File: src/rtl/mm4x4_stream_io_if.sv
// Load and unload streams of the 4x4 matrix-multiply I/O stage.
// The slave modport is the stage's view, the master modport is the producer/consumer view.
interface mm4x4_stream_io_if #(
  parameter int w         = 8,
  parameter int WIDTH_OUT = 2*w+2
);
  logic                 in_valid;
  logic                 in_ready;
  logic [w-1:0]         in_a;
  logic [w-1:0]         in_b;
  logic                 out_valid;
  logic                 out_ready;
  logic [WIDTH_OUT-1:0] out_c;
  logic                 out_last;

  modport slave (
    input  in_valid, in_a, in_b, out_ready,
    output in_ready, out_valid, out_c, out_last
  );

  modport master (
    output in_valid, in_a, in_b, out_ready,
    input  in_ready, out_valid, out_c, out_last
  );
endinterface

File: src/rtl/mm4x4_stream_io.sv
// Streaming I/O stage around a combinational 4x4 signed matrix multiplier: assembles A/B from a
// beat stream, holds them for SETTLE cycles, captures C into a buffer and streams C back out.
module mm4x4_stream_io #(
  parameter int w         = 8,
  parameter int WIDTH_OUT = 2*w+2,
  parameter int SETTLE    = 1
) (
  input  logic                      clk,
  input  logic                      rst_n,
  mm4x4_stream_io_if.slave          io,
  output logic [16*w-1:0]           mat_a,
  output logic [16*w-1:0]           mat_b,
  input  logic [16*WIDTH_OUT-1:0]   mat_c,
  output logic                      busy
);
  localparam int CNT_W = (SETTLE > 1) ? $clog2(SETTLE) : 1;
  localparam logic [CNT_W-1:0] CNT_LAST = CNT_W'(SETTLE - 1);

  typedef enum logic [1:0] {S_LOAD, S_SETTLE, S_WAIT_CAP} state_e;

  state_e                      state_q;
  logic [3:0]                  idx_q;
  logic [3:0]                  oidx_q;
  logic [CNT_W-1:0]            cnt_q;
  logic                        c_full_q;
  logic signed [w-1:0]         a_q [16];
  logic signed [w-1:0]         b_q [16];
  logic signed [WIDTH_OUT-1:0] c_q [16];

  logic in_fire;
  logic out_fire;
  logic last_fire;
  logic capture;

  assign io.in_ready = (state_q == S_LOAD);
  assign in_fire     = io.in_valid && io.in_ready;
  assign out_fire    = c_full_q && io.out_ready;
  assign last_fire   = out_fire && (oidx_q == 4'd15);
  // The final unload beat frees the buffer in the same cycle, so a waiting result can land at once.
  assign capture     = (state_q == S_WAIT_CAP) && (!c_full_q || last_fire);

  assign io.out_valid = c_full_q;
  assign io.out_c     = c_q[oidx_q];
  assign io.out_last  = c_full_q && (oidx_q == 4'd15);
  assign busy         = (idx_q != 4'd0) || (state_q != S_LOAD) || c_full_q;

  for (genvar g = 0; g < 16; g++) begin : g_pack
    assign mat_a[g*w +: w] = a_q[g];
    assign mat_b[g*w +: w] = b_q[g];
  end

  always_ff @(posedge clk or negedge rst_n) begin
    if (!rst_n) begin
      state_q  <= S_LOAD;
      idx_q    <= 4'd0;
      oidx_q   <= 4'd0;
      cnt_q    <= '0;
      c_full_q <= 1'b0;
      for (int k = 0; k < 16; k++) begin
        a_q[k] <= '0;
        b_q[k] <= '0;
        c_q[k] <= '0;
      end
    end else begin
      unique case (state_q)
        S_LOAD: begin
          if (in_fire) begin
            a_q[idx_q] <= io.in_a;
            b_q[idx_q] <= io.in_b;
            idx_q      <= idx_q + 4'd1;
            if (idx_q == 4'd15) begin
              state_q <= S_SETTLE;
              cnt_q   <= '0;
            end
          end
        end
        S_SETTLE: begin
          cnt_q <= cnt_q + 1'b1;
          if (cnt_q == CNT_LAST) state_q <= S_WAIT_CAP;
        end
        S_WAIT_CAP: begin
          if (capture) begin
            for (int k = 0; k < 16; k++) c_q[k] <= mat_c[k*WIDTH_OUT +: WIDTH_OUT];
            state_q <= S_LOAD;
          end
        end
        default: state_q <= S_LOAD;
      endcase

      if (out_fire) oidx_q <= oidx_q + 4'd1;

      if (capture)        c_full_q <= 1'b1;
      else if (last_fire) c_full_q <= 1'b0;
    end
  end
endmodule

File: src/flat_wrapper.sv
// flat-port wrapper written by rule: the top's interface ports become plain ports
module mm4x4_stream_io_flat 
#(
  parameter int w         = 8,
  parameter int WIDTH_OUT = 2*w+2,
  parameter int SETTLE    = 1
)
  (clk, rst_n, mat_a, mat_b, mat_c, busy, io_in_valid, io_in_a, io_in_b, io_out_ready, io_in_ready, io_out_valid, io_out_c, io_out_last);
  mm4x4_stream_io_if #(.w(w), .WIDTH_OUT(WIDTH_OUT)) io_i ();
  input  logic clk;
  input  logic rst_n;
  output logic [16*w-1:0] mat_a;
  output logic [16*w-1:0] mat_b;
  input  logic [16*WIDTH_OUT-1:0] mat_c;
  output logic busy;
  input wire logic [$bits(io_i.in_valid)-1:0] io_in_valid;
  input wire logic [$bits(io_i.in_a)-1:0] io_in_a;
  input wire logic [$bits(io_i.in_b)-1:0] io_in_b;
  input wire logic [$bits(io_i.out_ready)-1:0] io_out_ready;
  output wire logic [$bits(io_i.in_ready)-1:0] io_in_ready;
  output wire logic [$bits(io_i.out_valid)-1:0] io_out_valid;
  output wire logic [$bits(io_i.out_c)-1:0] io_out_c;
  output wire logic [$bits(io_i.out_last)-1:0] io_out_last;
  assign io_i.in_valid = io_in_valid;
  assign io_i.in_a = io_in_a;
  assign io_i.in_b = io_in_b;
  assign io_i.out_ready = io_out_ready;
  assign io_in_ready = io_i.in_ready;
  assign io_out_valid = io_i.out_valid;
  assign io_out_c = io_i.out_c;
  assign io_out_last = io_i.out_last;
  mm4x4_stream_io #(.w(w), .WIDTH_OUT(WIDTH_OUT), .SETTLE(SETTLE)) u_core (.clk(clk), .rst_n(rst_n), .io(io_i), .mat_a(mat_a), .mat_b(mat_b), .mat_c(mat_c), .busy(busy));
endmodule
File: config.mk
export PLATFORM = sky130hd
export DESIGN_NAME = mm4x4_stream_io_flat
export DESIGN_NICKNAME = d
export VERILOG_FILES = /design/src/rtl/mm4x4_stream_io_if.sv /design/src/rtl/mm4x4_stream_io.sv /design/src/flat_wrapper.sv
export SDC_FILE = /design/constraint.sdc
export NUM_CORES = 1
export LEC_CHECK = 0
export BUFFER_PORTS_ARGS = -buffer_cell sky130_fd_sc_hd__buf_2
export CORE_MARGIN = 2
export CORE_UTILIZATION = 40
export CTS_CLUSTER_SIZE = 10
export DETAILED_ROUTE_END_ITERATION = 8
export PLACE_DENSITY = 0.65
export SLEW_MARGIN = 10
export SYNTH_ARGS = -nofsm -noshare
export SYNTH_HDL_FRONTEND = slang
export SYNTH_SLANG_ARGS = --single-unit
File: constraint.sdc
create_clock -name clk -period 2.5 [get_ports clk]
set_input_delay 0.625 -clock clk [delete_from_list [all_inputs] [get_ports clk]]
set_output_delay 0.625 -clock clk [all_outputs]
set_load 0.02 [all_outputs]
==> flow_summary.ini <==
[critical_path]
timing.critical_path.buf_inv = 4
r2r_setup_slack_ps = 150
crit_chain = buf_6 > buf_4 > nand2b_1 > buf_12 > o221ai_1 > o22ai_1 > buf_2
crit_fanout = 18
cpPeakStageDelay_ps = 480
end_kind = primary output
r2r_cells = 8
arrival_ps = 2450
crit_required_ps = 1880
crit_type = flop to primary output
reg2reg_to = u_core.c_q[43]$_DFFE_PN0P_
startpoint_type = flop
slowest_stage = dfrtp_2
critPathTopFamily = buffers and inverters
r2r-start = u_core.oidx_q[1]$_DFFE_PN0P_

[drt]
viasPerCell = 5.190
wl_met2_um = 33740
drt_iter0_markers = 537
final_antenna_net_count = 0
vias = 14940
wl_per_cell_um = 24.11
drt-met1-wl_um = 28210
dr_wl_met3_um = 5255
drc = 0
finalWirelength_um = 69380
first_pass_iters = 5
highest_layer = met5

[place]
gp_congestion = 0.8580
dp_slack_ps = -12.58
port_buffers = 585
place_area_sq_um = 27640
hpwl_um = 51540

[clocking]
clockRootBuffer = clkbuf_16
clock_latency_ps = 580
htreeDepth = 3
cts.clk_slew.worst_paths_ps = 50
numCtsBuffers = 67
cts_sinks = 556
clockBufferDepth = 3
cts_tree = done

[synthesis]
synth_xor_xnor_area_share_pct = 0.2636
synth_warnings = 0
async_flop_share_pct = 100.0
synth_top_family_by_area = multiplexers
yosysMostFrequentCell = dfrtp_1
synthDistinctLibCells = 39
synth.largest_area_cell = dfrtp_1
synth_fa_ha_area_share_pct = 0.2689
synth.avg_cell_area_sq_um = 16.15
seq_area_frac_synth_pct = 59.81
yosys-mux-area-fraction_pct = 33.44
netlist_area_sq_um = 23260
netlist_top_cells_count = dfrtp_1 (556), mux2_2 (380), mux2_1 (235), buf_2 (43), mux4_2 (37)
syn_inst = 1440
synth-simple-area-share_pct = 1.743
syn_nets = 1753
synth_area_leaders = dfrtp_1 (60%), mux2_2 (18%), mux2_1 (11%)
ys.flop_type = dfrtp_1
synth_seq_cells = 556
synth_edf_count = 0
synth_top_area_share_pct = 59.81
synth_compound_area_share_pct = 2.130

[global_routing]
grt_pass1_wl_um = 103200
grt_max_degree = 82
globalRoute.totalOverflow = 0
grt_antenna_before_repair = 12
grt_usage_pct = 23.10
grt_pass1_vias = 16210

[timing]
setup_viol = 18
finalWorstPathRequiredPeriod_ps = 3075
finClkSkew_ps = 14.20
fin_ws_ps = -575.4
rsz0062_at_grt = true
max_clock_freq_ghz = 0.3252
worst_pin_slew_ps = 568.5
max_slew_margin_pct = 62.06
hold_viol_final = 0
fin_crit_sh_pct = 123.0
maxSlewViolCount = 0

[layout]
regArea_sq_um = 13920
syn2layout_area_growth_pct = 27.59
design_area_sq_um = 29680
multiInputGateArea_sq_um = 8872
nFillCells = 4844
fin_util_pct = 51.54
nNetsFinal = 2400
drive_gt1_share_pct = 57.17

[status]
violations = negative setup slack
run_status = finished, violations left

[hold_path]
worstHoldEndpoint = u_core.c_q[252]$_DFFE_PN0P_
hp-class = primary input to flop
hp-start = mat_c[18]
holdPathStages = 2

[run]
drv_cap = 0

[floorplanning]
ios = 586
fp-row-count = 88
die_w_um = 245.2
start_util_pct = 40.40
die_area_sq_um = 60100
coreArea_sq_um = 57590
die_h_um = 245.2

[pwr]
p_leak_nw = 13.83
powerDensity_nw_per_um2 = 1446
ir_drop_mv = 0.7767
-- logic make-up after synthesis --
family / Yosys count
adder cells (fa/ha/maj): 5
multiplexers: 654
AND/OR/NAND/NOR: 44
buffers and inverters: 102
flip-flops: 556
AO/OA/AOI/OAI: 72
XOR/XNOR: 7
-- metal layers --
metal	up-vias	global-route usage [%]
met2	540	37.85
li1	6559	-
met1	7715	29.00
met3	115	6.396
met5	-	0
met4	8	9.093
-- worst max path at each step --
stage / slack [ps] / endpoint / cells after the start / from
finish: -580 / io_out_c[4] / 7 / u_core.oidx_q[1]$_DFFE_PN0P_
global route: -670 / io_out_c[5] / 7 / u_core.oidx_q[1]$_DFFE_PN0P_
CTS: -590 / io_out_c[14] / 6 / u_core.oidx_q[1]$_DFFE_PN0P_
detailed placement: -10 / io_out_c[7] / 5 / u_core.oidx_q[0]$_DFFE_PN0P_
global placement: -30 / io_out_c[7] / 5 / u_core.oidx_q[0]$_DFFE_PN0P_
floorplan: 40 / io_out_c[10] / 6 / u_core.oidx_q[0]$_DFFE_PN0P_
-- worst reg2reg max path: stages (launching register included) --
cell and delay [ps]:
dfrtp_2 480, buf_6 170, ha_2 200, nand4_1 250, a21oi_4 240, buf_12 140
buf_12 180, buf_12 220, mux2_2 360
-- sequential cells by signal, indices dropped and copies added, names as in the netlist --
register / flops
u_core.idx_q: 4
u_core.c_q: 288
u_core.state_q: 2
u_core.mat_b: 128
u_core.mat_a: 128
u_core.oidx_q: 4
u_core.io.out_valid: 1
u_core.cnt_q: 1
-- report_power, final --
part	switching [mW]	leakage (nW)	internal, mW
clock network	3.54	0.903	5.02
logic	9.58	6.24	8.68
registers	2.53	6.69	13.5
total	15.6	13.8	27.3
-- area by class of cell --
class / instances / area share (%)
Tap cell: 765 / 3.225
Clock inverter: 4 / 0.09274
Antenna cell: 7 / 0.05902
Sequential cell: 556 / 46.90
Inverter: 3 / 0.03794
Timing Repair Buffer: 677 / 13.68
Multi-Input combinational cell: 782 / 29.89
Clock buffer: 84 / 6.109
-- stage by stage --
step	instances	TNS, ps	hold slack [ps]	power [mW]
2_1_floorplan	1440	0	329.4	26.90
3_3_place_gp	2776	-81.81	462.4	33.68
3_5_place_dp	2776	-70.40	468.4	34.11
4_1_cts	2868	-9778	212.8	43.06
5_1_grt	2877	-10930	220.8	45.16
6_report	2878	-9307	252.1	42.90
-- cells in the final DEF, fill, tap and decap left out, types with 4 or more instances in the layout --
cell | synthesis | final
buf_12 | 0 | 32
nand3b_2 | 4 | 4
clkbuf_16 | 0 | 69
nand3_4 | 5 | 5
dfrtp_1 | 556 | 553
xnor2_1 | 5 | 5
o31ai_1 | 16 | 13
diode_2 | 0 | 7
mux2_2 | 380 | 379
buf_2 | 43 | 578
clkbuf_1 | 25 | 12
a22oi_1 | 16 | 12
nand2b_1 | 4 | 4
nand2_1 | 8 | 7
a22oi_2 | 0 | 4
buf_4 | 27 | 61
mux4_2 | 37 | 37
o22ai_1 | 35 | 34
mux2_1 | 235 | 235
-- repair_timing --
item,in CTS,in global routing
endpoints found under the hold margin,18,0
gates resized for setup,12,17
pin swaps,0,1
hold buffers,1,0
setup endpoints to repair,75,117
setup buffers,3,3
(Power assumes the default switching activity.)
